==> config.mk <==
export PLATFORM = sky130hd
export DESIGN_NAME = ifetch_queue_flat
export DESIGN_NICKNAME = d
export VERILOG_FILES = /design/src/rtl/ifetch_queue_if.sv /design/src/rtl/ifetch_queue.sv /design/src/flat_wrapper.sv
export SDC_FILE = /design/constraint.sdc
export NUM_CORES = 1
export LEC_CHECK = 0
export BUFFER_PORTS_ARGS = -buffer_cell sky130_fd_sc_hd__buf_4
export CAP_MARGIN = 20
export CORE_MARGIN = 2
export CORE_UTILIZATION = 58
export CTS_CLUSTER_DIAMETER = 40
export DETAILED_ROUTE_END_ITERATION = 8
export PLACE_DENSITY_LB_ADDON = 0.08
export SYNTH_ARGS = -nofsm -noshare
export SYNTH_HDL_FRONTEND = slang
export SYNTH_SLANG_ARGS = --single-unit
==> constraint.sdc <==
create_clock -name clk -period 3.35 [get_ports clk]
set_input_delay 0.1675 -clock clk [delete_from_list [all_inputs] [get_ports clk]]
set_output_delay 0.1675 -clock clk [all_outputs]
set_load 0.05 [all_outputs]
==> src/rtl/ifetch_queue_if.sv <==
// Instruction-memory request/response bundle between the fetch queue (master) and instruction memory (slave).
interface ifetch_queue_if;
  logic        imem_req_valid;
  logic        imem_req_ready;
  logic [31:0] imem_req_addr;
  logic        imem_rsp_valid;
  logic [31:0] imem_rsp_data;

  modport master (
    output imem_req_valid,
    output imem_req_addr,
    input  imem_req_ready,
    input  imem_rsp_valid,
    input  imem_rsp_data
  );

  modport slave (
    input  imem_req_valid,
    input  imem_req_addr,
    output imem_req_ready,
    output imem_rsp_valid,
    output imem_rsp_data
  );
endinterface

==> src/rtl/ifetch_queue.sv <==
// Instruction-fetch front end: credit-limited word fetches, in-order response matching, DEPTH-entry prefetch queue, branch flush.
// Optional macro IFQ_BYPASS_EN forwards an undropped response straight to decode while the queue is empty.
module ifetch_queue #(
  parameter logic [31:0] RESET_PC = 32'h0000_0000,
  parameter int          DEPTH    = 4
) (
  input  logic           clk,
  input  logic           rst,
  input  logic           PCSrcE,
  input  logic [31:0]    PCTarget,
  input  logic           stallD,
  ifetch_queue_if.master imem,
  output logic           validD,
  output logic [31:0]    InstD,
  output logic [31:0]    PCD,
  output logic [31:0]    PCPlus4D
);
  localparam int            AW      = (DEPTH > 1) ? $clog2(DEPTH) : 1;
  localparam int            CW      = AW + 1;
  localparam logic [CW-1:0] DEPTH_C = CW'(DEPTH);
  localparam logic [CW-1:0] ZERO_C  = {CW{1'b0}};
  localparam logic [CW-1:0] ONE_C   = CW'(1);
  localparam logic [AW-1:0] PTR_INC = AW'(1);
  localparam logic [31:0]   NOP     = 32'h0000_0013;

  logic [31:0]   fetchPc_r;
  logic [31:0]   rspPc_r;
  logic [CW-1:0] count_r;
  logic [CW-1:0] inflight_r;
  logic [CW-1:0] drop_r;
  logic [AW-1:0] rdPtr_r;
  logic [AW-1:0] wrPtr_r;
  logic [31:0]   instMem_r [DEPTH];
  logic [31:0]   pcMem_r   [DEPTH];

  logic [CW-1:0] credSum_s;
  logic [31:0]   target_s;
  logic          reqFire_s;
  logic          rspKeep_s;
  logic          headValid_s;
  logic          bypassHit_s;
  logic          popFire_s;
  logic          popFifo_s;
  logic          pushFire_s;

  // Queued entries plus outstanding fetches may never exceed DEPTH, so a response always finds room.
  assign credSum_s           = count_r + inflight_r;
  assign target_s            = {PCTarget[31:2], 2'b00};
  assign imem.imem_req_valid = !rst && !PCSrcE && (credSum_s < DEPTH_C);
  assign imem.imem_req_addr  = fetchPc_r;
  assign reqFire_s           = imem.imem_req_valid && imem.imem_req_ready;
  assign rspKeep_s           = imem.imem_rsp_valid && (drop_r == ZERO_C);
  assign headValid_s         = (count_r != ZERO_C);

`ifdef IFQ_BYPASS_EN
  assign bypassHit_s = !headValid_s && rspKeep_s && !PCSrcE;
`else
  assign bypassHit_s = 1'b0;
`endif

  // A redirect cancels any pop; a bypassed word taken by decode is never written into the queue.
  assign popFire_s  = validD && !stallD && !PCSrcE;
  assign popFifo_s  = popFire_s && headValid_s;
  assign pushFire_s = rspKeep_s && !PCSrcE && !(bypassHit_s && popFire_s);

`ifdef IFQ_BYPASS_EN
  // Decode view: queue head first, then the live response when the queue is empty.
  always_comb begin
    if (headValid_s) begin
      validD = 1'b1;
      InstD  = instMem_r[rdPtr_r];
      PCD    = pcMem_r[rdPtr_r];
    end else if (bypassHit_s) begin
      validD = 1'b1;
      InstD  = imem.imem_rsp_data;
      PCD    = rspPc_r;
    end else begin
      validD = 1'b0;
      InstD  = NOP;
      PCD    = 32'h0000_0000;
    end
    PCPlus4D = PCD + 32'd4;
  end
`else
  // Decode view: queue head only, NOP with PCD=0 while the queue is empty.
  always_comb begin
    if (headValid_s) begin
      validD = 1'b1;
      InstD  = instMem_r[rdPtr_r];
      PCD    = pcMem_r[rdPtr_r];
    end else begin
      validD = 1'b0;
      InstD  = NOP;
      PCD    = 32'h0000_0000;
    end
    PCPlus4D = PCD + 32'd4;
  end
`endif

  // Queue storage; contents are only meaningful between rdPtr and wrPtr, so no reset is needed.
  always_ff @(posedge clk) begin
    if (pushFire_s) begin
      instMem_r[wrPtr_r] <= imem.imem_rsp_data;
      pcMem_r[wrPtr_r]   <= rspPc_r;
    end else begin
      instMem_r[wrPtr_r] <= instMem_r[wrPtr_r];
      pcMem_r[wrPtr_r]   <= pcMem_r[wrPtr_r];
    end
  end

  // Outstanding-fetch counter: every response retires one fetch, whether kept or dropped.
  always_ff @(posedge clk) begin
    if (rst) begin
      inflight_r <= ZERO_C;
    end else begin
      case ({reqFire_s, imem.imem_rsp_valid})
        2'b10:   inflight_r <= inflight_r + ONE_C;
        2'b01:   inflight_r <= inflight_r - ONE_C;
        default: inflight_r <= inflight_r;
      endcase
    end
  end

  // PC tracking, stale-response accounting and queue pointers; redirect overrides everything else.
  always_ff @(posedge clk) begin
    if (rst) begin
      fetchPc_r <= RESET_PC;
      rspPc_r   <= RESET_PC;
      count_r   <= ZERO_C;
      drop_r    <= ZERO_C;
      rdPtr_r   <= {AW{1'b0}};
      wrPtr_r   <= {AW{1'b0}};
    end else if (PCSrcE) begin
      fetchPc_r <= target_s;
      rspPc_r   <= target_s;
      count_r   <= ZERO_C;
      rdPtr_r   <= {AW{1'b0}};
      wrPtr_r   <= {AW{1'b0}};
      // Every fetch still outstanding after this cycle belongs to the abandoned path.
      drop_r    <= imem.imem_rsp_valid ? (inflight_r - ONE_C) : inflight_r;
    end else begin
      fetchPc_r <= reqFire_s ? (fetchPc_r + 32'd4) : fetchPc_r;
      rspPc_r   <= rspKeep_s ? (rspPc_r + 32'd4) : rspPc_r;
      drop_r    <= (imem.imem_rsp_valid && (drop_r != ZERO_C)) ? (drop_r - ONE_C) : drop_r;
      wrPtr_r   <= pushFire_s ? (wrPtr_r + PTR_INC) : wrPtr_r;
      rdPtr_r   <= popFifo_s ? (rdPtr_r + PTR_INC) : rdPtr_r;
      case ({pushFire_s, popFifo_s})
        2'b10:   count_r <= count_r + ONE_C;
        2'b01:   count_r <= count_r - ONE_C;
        default: count_r <= count_r;
      endcase
    end
  end
endmodule

==> src/flat_wrapper.sv <==
// flat-port wrapper written by rule: the top's interface ports become plain ports
module ifetch_queue_flat 
#(
  parameter logic [31:0] RESET_PC = 32'h0000_0000,
  parameter int          DEPTH    = 4
)
  (clk, rst, PCSrcE, PCTarget, stallD, validD, InstD, PCD, PCPlus4D, imem_imem_req_valid, imem_imem_req_addr, imem_imem_req_ready, imem_imem_rsp_valid, imem_imem_rsp_data);
  ifetch_queue_if imem_i ();
  input  logic clk;
  input  logic rst;
  input  logic PCSrcE;
  input  logic [31:0] PCTarget;
  input  logic stallD;
  output logic validD;
  output logic [31:0] InstD;
  output logic [31:0] PCD;
  output logic [31:0] PCPlus4D;
  output wire logic [$bits(imem_i.imem_req_valid)-1:0] imem_imem_req_valid;
  output wire logic [$bits(imem_i.imem_req_addr)-1:0] imem_imem_req_addr;
  input wire logic [$bits(imem_i.imem_req_ready)-1:0] imem_imem_req_ready;
  input wire logic [$bits(imem_i.imem_rsp_valid)-1:0] imem_imem_rsp_valid;
  input wire logic [$bits(imem_i.imem_rsp_data)-1:0] imem_imem_rsp_data;
  assign imem_imem_req_valid = imem_i.imem_req_valid;
  assign imem_imem_req_addr = imem_i.imem_req_addr;
  assign imem_i.imem_req_ready = imem_imem_req_ready;
  assign imem_i.imem_rsp_valid = imem_imem_rsp_valid;
  assign imem_i.imem_rsp_data = imem_imem_rsp_data;
  ifetch_queue #(.RESET_PC(RESET_PC), .DEPTH(DEPTH)) u_core (.clk(clk), .rst(rst), .PCSrcE(PCSrcE), .PCTarget(PCTarget), .stallD(stallD), .imem(imem_i), .validD(validD), .InstD(InstD), .PCD(PCD), .PCPlus4D(PCPlus4D));
endmodule
* Yosys cells after proc, flatten, opt, wreduce, memory -nomap -nowiden
Memory sizes are Yosys's and may differ from the RTL's. A register that Yosys moved wholly into a read port is not among the register bits.
Cells that the tools add are included.
** Operators by class
- Reductions and logical operators :: 22
- Multiplexer cells :: 21
- Bitwise operators :: 2
- Eq/ne operators :: 5
- Order comparisons :: 1
- Add/sub/neg operators :: 11
** Operator list (count)
- $mux W32 :: 8
- $add A32 B3 Y32 const B :: 3
- $pmux W3 S2 :: 2
- $reduce_bool A2 Y1 :: 5
- $logic_and A1 B1 Y1 :: 9
- $mux W3 :: 3
- $sub A3 B1 Y3 const B :: 3
- $mux W2 :: 4
- $add A3 B1 Y3 const B :: 2
- $reduce_bool A3 Y1 :: 2
- $add A2 B1 Y2 const B :: 2
- $eq A2 B1 Y1 const B :: 2
- $eq A2 B2 Y1 const B :: 2
- $mux W1 :: 4
- $add A3 B3 Y3 :: 1
- $logic_not A1 Y1 :: 3
- $logic_not A3 Y1 :: 1
- $lt A3 B3 Y1 const B :: 1
- $or A1 B1 Y1 :: 2
- $reduce_and A2 Y1 :: 1
- $reduce_or A2 Y1 :: 1
- $ne A0 B0 Y1 :: 1
** Word-level totals
- Bits in registers :: 77
- Input port bits :: 70
- Logic and storage cells :: 73
- Memories kept :: 2
- RAM bits :: 256
- Output and inout port bits :: 130
** Memory list
- u_core.instMem_r :: words 4, bits a word 32, read ports 1, clocked after memory_dff 1, write ports 1, RTL line ifetch_queue.sv:33 : logic [31:0] instMem_r [DEPTH];
- u_core.pcMem_r :: words 4, bits a word 32, read ports 1, clocked after memory_dff 1, write ports 1, RTL line ifetch_queue.sv:34 : logic [31:0] pcMem_r [DEPTH];

* Depth between registers and ports, before layout
Gate-level depths: netlist of the first run.
- Word-level depth :: 7
- Mapped depth :: 12
- Depth with buffers taken out :: 11

* Least setup slack after synthesis of the first run
OpenSTA, ideal clock, no wires.
- Kind :: register to output
- Start :: register u_core.count_r[0]
- End :: output PCPlus4D[28]
- Buffers on the path :: 3
- Setup slack :: -0.187 ns
- Arrival time :: 3.369 ns
- Cell stages (with the launch flop) :: 12
- Cells stage by stage :: dfxtp_1 nor3_2 inv_1 clkbuf_1 clkbuf_1 and2_1 ha_1 nand4_1 or2_1 buf_6 nor4b_4 xor2_1
** On the way
- Longest elaborated chain between the ends :: 3
** Ends and longest elaborated chain
- start: declaration :: RTL line ifetch_queue.sv:28 : logic [CW-1:0] count_r;
- start signal: assignment :: RTL line ifetch_queue.sv:148 : 2'b10: count_r <= count_r + ONE_C;
- start signal: assignment :: RTL line ifetch_queue.sv:149 : 2'b01: count_r <= count_r - ONE_C;
- start signal: assignment :: RTL line ifetch_queue.sv:150 : default: count_r <= count_r;
- $reduce_bool A3 Y1 :: RTL line ifetch_queue.sv:53 : assign headValid_s = (count_r != ZERO_C);
- $mux W32 :: RTL line ifetch_queue.sv:87 : if (headValid_s) begin
- via PCD[2] :: RTL line flat_wrapper.sv:16 : output logic [31:0] PCD;
- $add A32 B3 Y32 :: RTL line ifetch_queue.sv:96 : PCPlus4D = PCD + 32'd4;
- end: declaration :: RTL line flat_wrapper.sv:17 : output logic [31:0] PCPlus4D;
The timed path passes the listed nets, and every way through them passes these cells.

==> results.toml, run 1 <==
[power]
power.static_leakage_uw = 0.00672
pwr_density_cell_mw_per_mm2 = 511
vdd_ir_drop_max_mv = 0.361

[timing]
tightest_slew_ns = 0.821
finalSetupViolations = 0
max-slew-margin-rel_pct = 44.8
final_min_period_over_clock_period_pct = 96.5
finalMaxSlewViolations = 0
achievable_freq_mhz = 309
fin_crit_ns = 3.23
grt_setup_unrepaired = "false"
final.setup_skew_ns = 0.0156
final.hold.worst_slack_ns = 0.0145
hold_viol_final = 0
setup-tns-final_ns = 0

[global_routing]
grt_use_met2_pct = 43.3
grt-busiest-layer = "met2"
grt_use_met1_pct = 36.4
global_router_s_overall_resource_usage_pct = 26.1
grt_max_degree = 72
grt-ovfl-total = 0
vias_in_the_first_global_route = 9783
initial_antenna_violation_count = 0
grt_pass1_wl_mm = 53.6
globalRouteMet3Util_pct = 4.14

[detailed_routing]
routed-via-count = 9961
ant_nets = 0
drtIter0Drc = 623
drcViolationCount = 0
routed_wl_mm = 34.5
via_per_inst = 5.83
firstDrtPassIters = 8
routed_wire_length_per_instance_um = 20.2

[yosys]
yosysWarningCount = 0
synthArstFlopShare_pct = 0
synthSimpleGateAreaFrac_pct = 13.4
ys_ff_latch = 323
synth-main-ff-cell = "sky130_fd_sc_hd__edfxtp_1"
netlist_area_sq_mm = 0.0147
synthCells = 1075
synth_xor_area_share_pct = 4.12
compound_gate_fraction_of_synth_area_pct = 5.80
fraction_of_synthesized_cell_area_taken_by_the_top_area_cell_type_pct = 50.7
dominant_combinational_cell_family_by_area_after_synthesis = "simple AND/OR/NAND/NOR gates"
synth_top_cell_by_area = "sky130_fd_sc_hd__edfxtp_1"
netlist_top_cells_area = "sky130_fd_sc_hd__edfxtp_1 51%, sky130_fd_sc_hd__dfxtp_1 10%, sky130_fd_sc_hd__mux4_1 4.8%"
yosys.area_share.adder_pct = 1.33
seq_area_frac_synth_pct = 60.9
synth_cell_types = 70
syn_avg_cell_area_sq_um = 13.7
synth_mux_area_share_pct = 11.1
synth_enable_flop_cells = 248

[clock_tree]
clock_tree.htree_level_count = 2
cts_tree = "built"
cts_made_buffers = 40
clkLatencyLatePin_ns = 0.53
clock_tree.root_cell = "sky130_fd_sc_hd__clkbuf_16"
clock_sinks = 323
clockBufferDepth = 3
cts.clk_slew.worst_paths_ns = 0.06

[setup_path]
worst-path-max-fanout = 16
worst_path_most_repeated_cell = "sky130_fd_sc_hd__buf_4"
worst_path_largest_cell_delay_ns = 0.42
worst_ep_required_time_ns = 3.18
worstSetupPathType = "flop to primary output"
regToRegEndpoint = "u_core.imem.imem_req_addr[31]"
critical_path_cell_by_cell = "buf_4, mux4_1, nand4_2, a41o_1, or2_4, nor4b_4, xor2_2, buf_4"
timing.reg2reg.setup_slack_ns = 0.61
cp.arrival_ns = 3.07
setup.worst_path.start_class = "flop"
crit_end = "PCPlus4D[28]"
ff2ff_path_depth = 7
cpMaxStageDelayCell = "sky130_fd_sc_hd__dfxtp_4"
worstSetupEndpointType = "primary output"
regToRegStartpoint = "u_core.count_r[1]"

[placement]
place.gp.congestion = 0.896
dp_hpwl_mm = 23.0
port-buffer-count = 191

[layout]
synthToLayoutAreaGrowth_pct = 25.6
antenna_cells = 0
nets = 1433
mostFrequentLayoutCell = "sky130_fd_sc_hd__edfxtp_1"
layout-drive-gt1-share_pct = 25.9
mostFrequentLayoutCells = "248 x sky130_fd_sc_hd__edfxtp_1, 223 x sky130_fd_sc_hd__buf_4, 78 x sky130_fd_sc_hd__nor2_1, 73 x sky130_fd_sc_hd__dfxtp_1, 71 x sky130_fd_sc_hd__nand2_1"

[die]
rows = 58
core_sq_mm = 0.0250
chip_height_um = 163
die-width_um = 163
initial_utilization_pct = 58.7
die_area_sq_mm = 0.0266
ioPinCount = 200

[run]
drv.max_cap_violation_count = 0

[hold_path]
min-delay-path-class = "primary input to flop"

[outcome]
status = "finished, final reports clean"
layout make-up:
class	count	area (sq um)
clock buffer	48	1060
clock inverter	25	203
fill	1680	6590
inverter	31	116
multi-input combinational	665	5330
sequential	323	8960
tap	330	413
timing repair buffer	287	2370
cells in the mapped netlist (11+ instances only):
cell type	count
sky130_fd_sc_hd__xnor2_1	44
sky130_fd_sc_hd__a31oi_1	14
sky130_fd_sc_hd__a21oi_1	38
sky130_fd_sc_hd__nor4_1	11
sky130_fd_sc_hd__nand4_1	18
sky130_fd_sc_hd__edfxtp_1	248
sky130_fd_sc_hd__and2_1	61
sky130_fd_sc_hd__nor3_1	15
sky130_fd_sc_hd__dfxtp_1	75
sky130_fd_sc_hd__ha_1	14
sky130_fd_sc_hd__mux2i_1	22
sky130_fd_sc_hd__o21ai_0	16
sky130_fd_sc_hd__and3_1	18
sky130_fd_sc_hd__inv_1	30
sky130_fd_sc_hd__clkbuf_1	34
sky130_fd_sc_hd__a211oi_1	14
sky130_fd_sc_hd__nand3_1	37
sky130_fd_sc_hd__mux4_1	27
sky130_fd_sc_hd__nand2_1	71
sky130_fd_sc_hd__mux4_2	29
sky130_fd_sc_hd__xor2_1	25
sky130_fd_sc_hd__nor2_1	79
through the flow:
stage | cells | power [uW] | util (%) | cell area, sq um | worst slack, ns
after floorplan | 1080 | 5090 | - | 14700 | 0.00232
after global placement | 1573 | 5370 | 66.0 | 16500 | 0.429
after detailed placement | 1573 | 5380 | 66.0 | 16500 | 0.373
after CTS | 1703 | 9470 | 73.4 | 18400 | 0.0109
after global routing | 1709 | 9720 | 73.7 | 18400 | 0.00541
final | 1709 | 9420 | 73.7 | 18400 | 0.117
where the power goes:
| group | internal [uW] | switching, uW |
|---|---|---|
| sequential | 4430 | 111 |
| clock | 2380 | 1670 |
| combinational | 322 | 505 |
sequential cells by signal, indices dropped and copies added, names as in the netlist, named ones only:
name,flops
u_core.rspPc_r,30
u_core.wrPtr_r,2
u_core.pcMem_r,120
u_core.instMem_r,128
u_core.imem.imem_req_addr,30
u_core.drop_r,3
u_core.inflight_r,3
u_core.count_r,3
u_core.rdPtr_r,2
per-layer routing:
metal	wire (um)	share of wire, %
met3	2380	6.9
met2	16700	48
met4	587	1.7
met5	0	0
met1	14800	43
logic make-up after synthesis:
kind of cell               count (synthesis)
xor gates and xnor gates                  69
AOI/OAI and AO/OA                        128
muxes                                     82
DFF                                      323
other                                      1
adders and majority gates                 15
buffers and inverters                     92
and+or+nand+nor                          365
worst max-delay path: cells and delay by family (launching register included):
kind / cells / cell delay [ns]
xor gates and xnor gates: 1 / 0.17
DFF: 1 / 0.42
and+or+nand+nor: 3 / 0.86
buffers and inverters: 2 / 0.37
AOI/OAI and AO/OA: 1 / 0.35
muxes: 1 / 0.36
how the worst min path moves through the flow:
stage | start | endpoint | slack (ns) | cells after the start
detailed placement | imem_imem_rsp_data[4] | u_core.instMem_r[0][4] | 0.37 | 1
global route | PCTarget[17] | u_core.imem.imem_req_addr[17] | 0.03 | 3
global placement | imem_imem_rsp_data[30] | u_core.instMem_r[2][30] | 0.37 | 1
finish | PCTarget[17] | u_core.rspPc_r[17] | 0.01 | 3
floorplan | imem_imem_rsp_data[0] | u_core.instMem_r[0][0] | 0.27 | 0
CTS | PCTarget[17] | u_core.rspPc_r[17] | 0.003 | 3
timing repair:
item	4_1_cts	5_1_grt
endpoints found under the hold margin	176	0
gates cloned	0	0
gates resized for setup	5	4
endpoints found under the setup margin	9	10
buffers inserted	0	6
hold buffers	57	0
Power figures use the tool's default switching activity.
==> run 2: changes to the inputs <==
--- a/config.mk
+++ b/config.mk
@@ -12,4 +12,5 @@
 export CTS_CLUSTER_DIAMETER = 40
 export DETAILED_ROUTE_END_ITERATION = 8
+export GPL_TIMING_DRIVEN = 0
 export PLACE_DENSITY_LB_ADDON = 0.08
 export SYNTH_ARGS = -nofsm -noshare
==> constraint.sdc (replaced) <==
create_clock -name clk -period 3.35 [get_ports clk]
set_input_delay 0.1675 -clock clk [delete_from_list [all_inputs] [get_ports clk]]
set_output_delay 0.1675 -clock clk [all_outputs]
set_load 0.1 [all_outputs]
==> results.toml, run 2 (same netlist as run 1, synthesis figures left out) <==
[detailed_routing]
drtIter0Drc = 823
routed_wl_mm = 38.7
wl_met2_mm = 19.4
detailroute.wirelength.met3_mm = 2.85
routed-via-count = 10300
route.layer.met1.wl_mm = 15.0
drcViolationCount = 0
firstDrtPassIters = 6
via_per_inst = 5.89
routed_wire_length_per_instance_um = 22.1
ant_nets = 0
highest_layer = "met4"

[die]
core_sq_mm = 0.0250
ioPinCount = 200
chip_height_um = 163
die_area_sq_mm = 0.0266
rows = 58
die-width_um = 163
initial_utilization_pct = 58.7

[setup_path]
setup.worst_path.start_class = "flop"
worstSetupPathType = "flop to primary output"
worst_ep_required_time_ns = 3.18
cpMaxStageDelayCell = "sky130_fd_sc_hd__dfxtp_4"
timing.reg2reg.setup_slack_ns = 0.29
critical_path_cell_by_cell = "buf_12, buf_12, mux4_2, and2_4, ha_4, nand4_1, buf_6, or2_1, buf_6, buf_6, nor3_4, xor2_4, buf_12"
critical_path_cell_count = 13
worst_path_dominant_cell_family = "buffers and inverters"
worst-path-max-fanout = 7
crit_end = "PCPlus4D[24]"
ff2ff_path_depth = 9
regToRegEndpoint = "u_core.inflight_r[2]"
regToRegStartpoint = "u_core.inflight_r[1]"
cp.arrival_ns = 3.16
worst_path_largest_cell_delay_ns = 0.36
worstSetupEndpointType = "primary output"
critPathBufInv = 6

[layout]
regMostFlops = "u_core.instMem_r"
antenna_cells = 0
mostFrequentLayoutCells = "248 x sky130_fd_sc_hd__edfxtp_1, 209 x sky130_fd_sc_hd__buf_4, 71 x sky130_fd_sc_hd__nand2_1, 71 x sky130_fd_sc_hd__nor2_1, 70 x sky130_fd_sc_hd__dfxtp_1"
finalNonFillerCells = 1752
mostFrequentLayoutCell = "sky130_fd_sc_hd__edfxtp_1"
layout_top_registers = "u_core.instMem_r: 128 flops, u_core.pcMem_r: 120 flops"
largest_register_ff_count = 128
synthToLayoutAreaGrowth_pct = 30.8
layout-drive-gt1-share_pct = 29.2
nets = 1477

[power]
comb_pwr_share_pct = 11.2
pwr_density_cell_mw_per_mm2 = 506
cell_internal_pwr_uw = 7140
swShare_pct = 26.5
overall_power_after_layout_uw = 9720
power.static_leakage_uw = 0.00708
seq_power_share_pct = 46.7
vdd_ir_drop_max_mv = 0.388
clock_power_share_pct = 42.1
power.switching_uw = 2580

[timing]
grt_setup_unrepaired = "true"
achievable_freq_mhz = 301
tightest_slew_ns = 0.940
fin_crit_ns = 3.32
finalMaxSlewViolations = 0
final_min_period_over_clock_period_pct = 99.2
hold_viol_final = 0
worst_slack_ns = 0.0259
max-slew-margin-rel_pct = 36.8
final.hold.worst_slack_ns = 0.0194
finalSetupViolations = 0
final.setup_skew_ns = 0.0224

[global_routing]
initial_antenna_violation_count = 0
grt_pass1_wl_mm = 58.6
grt_max_degree = 56
vias_in_the_first_global_route = 10500
grt-ovfl-total = 0
global_router_s_overall_resource_usage_pct = 29.2

[clock_tree]
clkLatencyLatePin_ns = 0.53
cts_made_buffers = 40
clock_tree.htree_level_count = 2
clock_sinks = 323
cts_tree = "built"
clock_tree.root_cell = "sky130_fd_sc_hd__clkbuf_16"
clockBufferDepth = 3
cts.clk_slew.worst_paths_ns = 0.06

[placement]
place.gp.congestion = 0.945
numPlacedInstances = 1604
port-buffer-count = 190
dp_hpwl_mm = 25.9
pre_cts_ws_ns = -0.875

[hold_path]
min-delay-path-class = "primary input to flop"

[run]
drv.max_cap_violation_count = 0

[outcome]
status = "finished, final reports clean"
-- run 2: cell type report --
cell class	count	area, sq um
plain buffers	61	440
clock inverters	29	251
fillers	1547	5830
well taps	330	413
repair buffers	270	2310
inverters	31	116
clock buffers	43	1030
flip-flops and latches	323	8960
multi-input cells	665	5680
-- run 2: worst min-delay path by stage --
stage | slack [ns] | cells after the start | end | startpoint
5_1_grt | 0.03 | 3 | u_core.rspPc_r[31] | PCTarget[31]
3_3_place_gp | 0.37 | 1 | u_core.instMem_r[3][28] | imem_imem_rsp_data[28]
3_5_place_dp | 0.37 | 1 | u_core.instMem_r[3][24] | imem_imem_rsp_data[24]
4_1_cts | 0.002 | 4 | u_core.rspPc_r[8] | PCTarget[8]
6_report | 0.02 | 4 | u_core.rspPc_r[8] | PCTarget[8]
2_1_floorplan | 0.27 | 0 | u_core.instMem_r[0][0] | imem_imem_rsp_data[0]
-- run 2: what timing repair did --
item	in CTS	in global routing
hold buffers	57	0
hold endpoints to repair	174	0
gates resized for setup	41	24
setup endpoints to repair	64	25
setup buffers	10	9
pin swaps	6	8
-- run 2: power by group through the flow --
stage	logic [uW]	registers (uW)	clock network (uW)
global route	1140	4550	4300
CTS	1080	4530	4150
finish	1090	4540	4090
detailed placement	1010	4620	0
floorplan	577	4730	0
global placement	992	4620	0
-- run 2: routing by layer --
| metal | global-route usage, % | vias to the layer above |
|---|---|---|
| li1 | - | 4749 |
| met1 | 36.5 | 5014 |
| met2 | 50.7 | 472 |
| met3 | 4.98 | 86 |
| met4 | 12.0 | 0 |
| met5 | 0 | - |
-- run 2: through the flow --
stage | cell area [sq um] | TNS, ns | utilization (%)
finish | 19200 | 0 | 76.7
detailed placement | 17000 | -5.81 | 67.8
floorplan | 15000 | -0.331 | -
CTS | 19000 | -0.381 | 76.0
global placement | 16800 | -264.74 | 67.3
global route | 19200 | -0.147 | 76.7
-- run 2: worst min-delay path: stages --
cell	delay (ns)
sky130_fd_sc_hd__buf_4	0.08
sky130_fd_sc_hd__nand2_1	0.06
sky130_fd_sc_hd__a21boi_0	0.12
sky130_fd_sc_hd__nor2_1	0.07
==> run 3: changes to the inputs <==
Settings changed: MAX_ROUTING_LAYER set to met4.
==> results.toml, run 3 (same netlist as run 1, synthesis figures left out) <==
[timing]
final.hold.worst_slack_ns = 0.0230
final.setup_skew_ns = 0.0234
grt_setup_unrepaired = "true"
finalMaxSlewViolations = 0
final_min_period_over_clock_period_pct = 103
setup-tns-final_ns = -0.227
hold_viol_final = 0
tightest_slew_ns = 0.827
fin_crit_ns = 3.45
max-slew-margin-rel_pct = 44.4
finalSetupViolations = 5
achievable_freq_mhz = 290
worst_slack_ns = -0.102

[layout]
mostFrequentLayoutCells = "248 x sky130_fd_sc_hd__edfxtp_1, 202 x sky130_fd_sc_hd__buf_4, 72 x sky130_fd_sc_hd__nor2_1, 71 x sky130_fd_sc_hd__nand2_1, 71 x sky130_fd_sc_hd__dfxtp_1"
layout-drive-gt1-share_pct = 29.2
largest_register_ff_count = 128
seq_area_sq_mm = 0.00896
antenna_cells = 0
regMostFlops = "u_core.instMem_r"
num-fill-cells = 1541
synthToLayoutAreaGrowth_pct = 31.3
mostFrequentLayoutCell = "sky130_fd_sc_hd__edfxtp_1"
nets = 1474
fin_util_pct = 77.0
layout_top_registers = "u_core.instMem_r: 128 flops, u_core.pcMem_r: 120 flops"
multi_input_gate_area_sq_mm = 0.00568

[placement]
port-buffer-count = 190
pre_cts_ws_ns = -0.957
dp_hpwl_mm = 25.8
place.gp.congestion = 0.939

[detailed_routing]
wl_met2_mm = 19.7
via_per_inst = 5.97
ant_nets = 0
routed_wire_length_per_instance_um = 22.3
routed-via-count = 10500
detailroute.wirelength.met3_mm = 2.88
routed_wl_mm = 39.0
route.layer.met1.wl_mm = 15.2
firstDrtPassIters = 5
drtIter0Drc = 974
drcViolationCount = 0
highest_layer = "met4"

[die]
die-width_um = 163
core_sq_mm = 0.0250
die_area_sq_mm = 0.0266
ioPinCount = 200
chip_height_um = 163
rows = 58
initial_utilization_pct = 58.7

[setup_path]
worstSetupEndpointType = "primary output"
worst_ep_required_time_ns = 3.18
ff2ff_path_depth = 9
critical_path_cell_by_cell = "buf_12, buf_12, mux4_2, and2_4, ha_4, nand4_1, or2_1, buf_6, nor4b_4, xor2_4, buf_12"
setup.worst_path.start_class = "flop"
worst_path_largest_cell_delay_ns = 0.36
timing.reg2reg.setup_slack_ns = 0.18
regToRegStartpoint = "u_core.count_r[1]"
regToRegEndpoint = "u_core.inflight_r[2]"
worst_path_dominant_cell_family = "simple AND/OR/NAND/NOR gates"
worstSetupPathType = "flop to primary output"
cpMaxStageDelayCell = "sky130_fd_sc_hd__dfxtp_4"
worst_path_most_repeated_cell = "sky130_fd_sc_hd__buf_12"
cp.arrival_ns = 3.28
critPathBufInv = 4
worst-path-max-fanout = 6

[outcome]
violations = "setup timing"
status = "finished, violations left"

[hold_path]
min-delay-path-class = "primary input to flop"
hold-path-cell-count = 4
holdCritStartpoint = "PCTarget[31]"
worst_hold_path.endpoint = "u_core.imem.imem_req_addr[31]"

[power]
cell_internal_pwr_uw = 7300
seq_power_share_pct = 45.7
clock_power_share_pct = 43.3
swShare_pct = 26.5
vdd_ir_drop_max_mv = 0.404
comb_pwr_share_pct = 11.0
pwr_density_cell_mw_per_mm2 = 515
power.switching_uw = 2630
power.static_leakage_uw = 0.00708
overall_power_after_layout_uw = 9930

[global_routing]
grt_pass1_wl_mm = 59.6
vias_in_the_first_global_route = 10600
global_router_s_overall_resource_usage_pct = 30.7
initial_antenna_violation_count = 0
grt-ovfl-total = 0
grt_max_degree = 60

[clock_tree]
cts.clk_slew.worst_paths_ns = 0.05
clock_tree.htree_level_count = 2
clock_tree.root_cell = "sky130_fd_sc_hd__clkbuf_16"
cts_tree = "built"
clkLatencyLatePin_ns = 0.53
clockBufferDepth = 3
cts_made_buffers = 42
clock_sinks = 323

[run]
drv.max_cap_violation_count = 0
-- run 3: cell types whose count changed in the layout (fill, tap and decap cells not counted), sizes merged --
| cell | previous run | this run |
|---|---|---|
| clkinv | 15 | 8 |
| buf | 239 | 233 |
| clkinvlp | 4 | 8 |
| clkbuf | 78 | 87 |
-- run 3: power by group through the flow --
stage / combinational, uW / clock [uW] / sequential (uW)
after CTS: 1090 / 4340 / 4530
after floorplan: 577 / 0 / 4730
final: 1100 / 4300 / 4540
after global routing: 1150 / 4500 / 4550
after global placement: 992 / 0 / 4620
after detailed placement: 1010 / 0 / 4610
-- run 3: timing repair --
item	4_1_cts	5_1_grt
pin swaps	10	9
resized for setup	49	20
setup buffers	11	3
setup endpoints to repair	65	19
endpoints found under the hold margin	176	0
hold buffers	57	0
-- run 3: worst max-delay path by stage --
stage                                    endpoint  slack (ns)  cells past startpoint
after floorplan                      PCPlus4D[29]       -0.19                     10
after global placement    u_core.instMem_r[0][24]       -1.08                      5
after detailed placement             PCPlus4D[24]       -0.96                     12
after CTS                            PCPlus4D[28]       -0.15                     11
after global routing                 PCPlus4D[28]       -0.17                     11
final                                PCPlus4D[28]       -0.10                     11
-- run 3: cell type report --
cell class / count / area share, %
Clock inverter: 26 / 1.21
Multi-Input combinational cell: 665 / 29.5
Timing Repair Buffer: 265 / 11.9
Tap cell: 330 / 2.14
Clock buffer: 51 / 5.84
Buffer: 61 / 2.32
Sequential cell: 323 / 46.5
Inverter: 31 / 0.604
-- run 3: per-layer routing --
layer  up-vias  global-route usage, %
li1       4726                      -
met1      5115                   37.8
met2       530                   52.3
met3        80                   4.01
met4         0                   11.4
met5         -                      -
-- run 3: worst min-delay path, cell delays in order --
cell                      delay (ns)
sky130_fd_sc_hd__buf_4          0.08
sky130_fd_sc_hd__and2_1         0.11
sky130_fd_sc_hd__a31oi_1        0.04
sky130_fd_sc_hd__o22ai_1        0.11
-- run 3: per-stage QoR --
| step | instance area (sq um) | instances |
|---|---|---|
| 2_1_floorplan | 15000 | 1080 |
| 3_3_place_gp | 16800 | 1600 |
| 3_5_place_dp | 17000 | 1604 |
| 4_1_cts | 19200 | 1749 |
| 5_1_grt | 19300 | 1752 |
| 6_report | 19300 | 1752 |
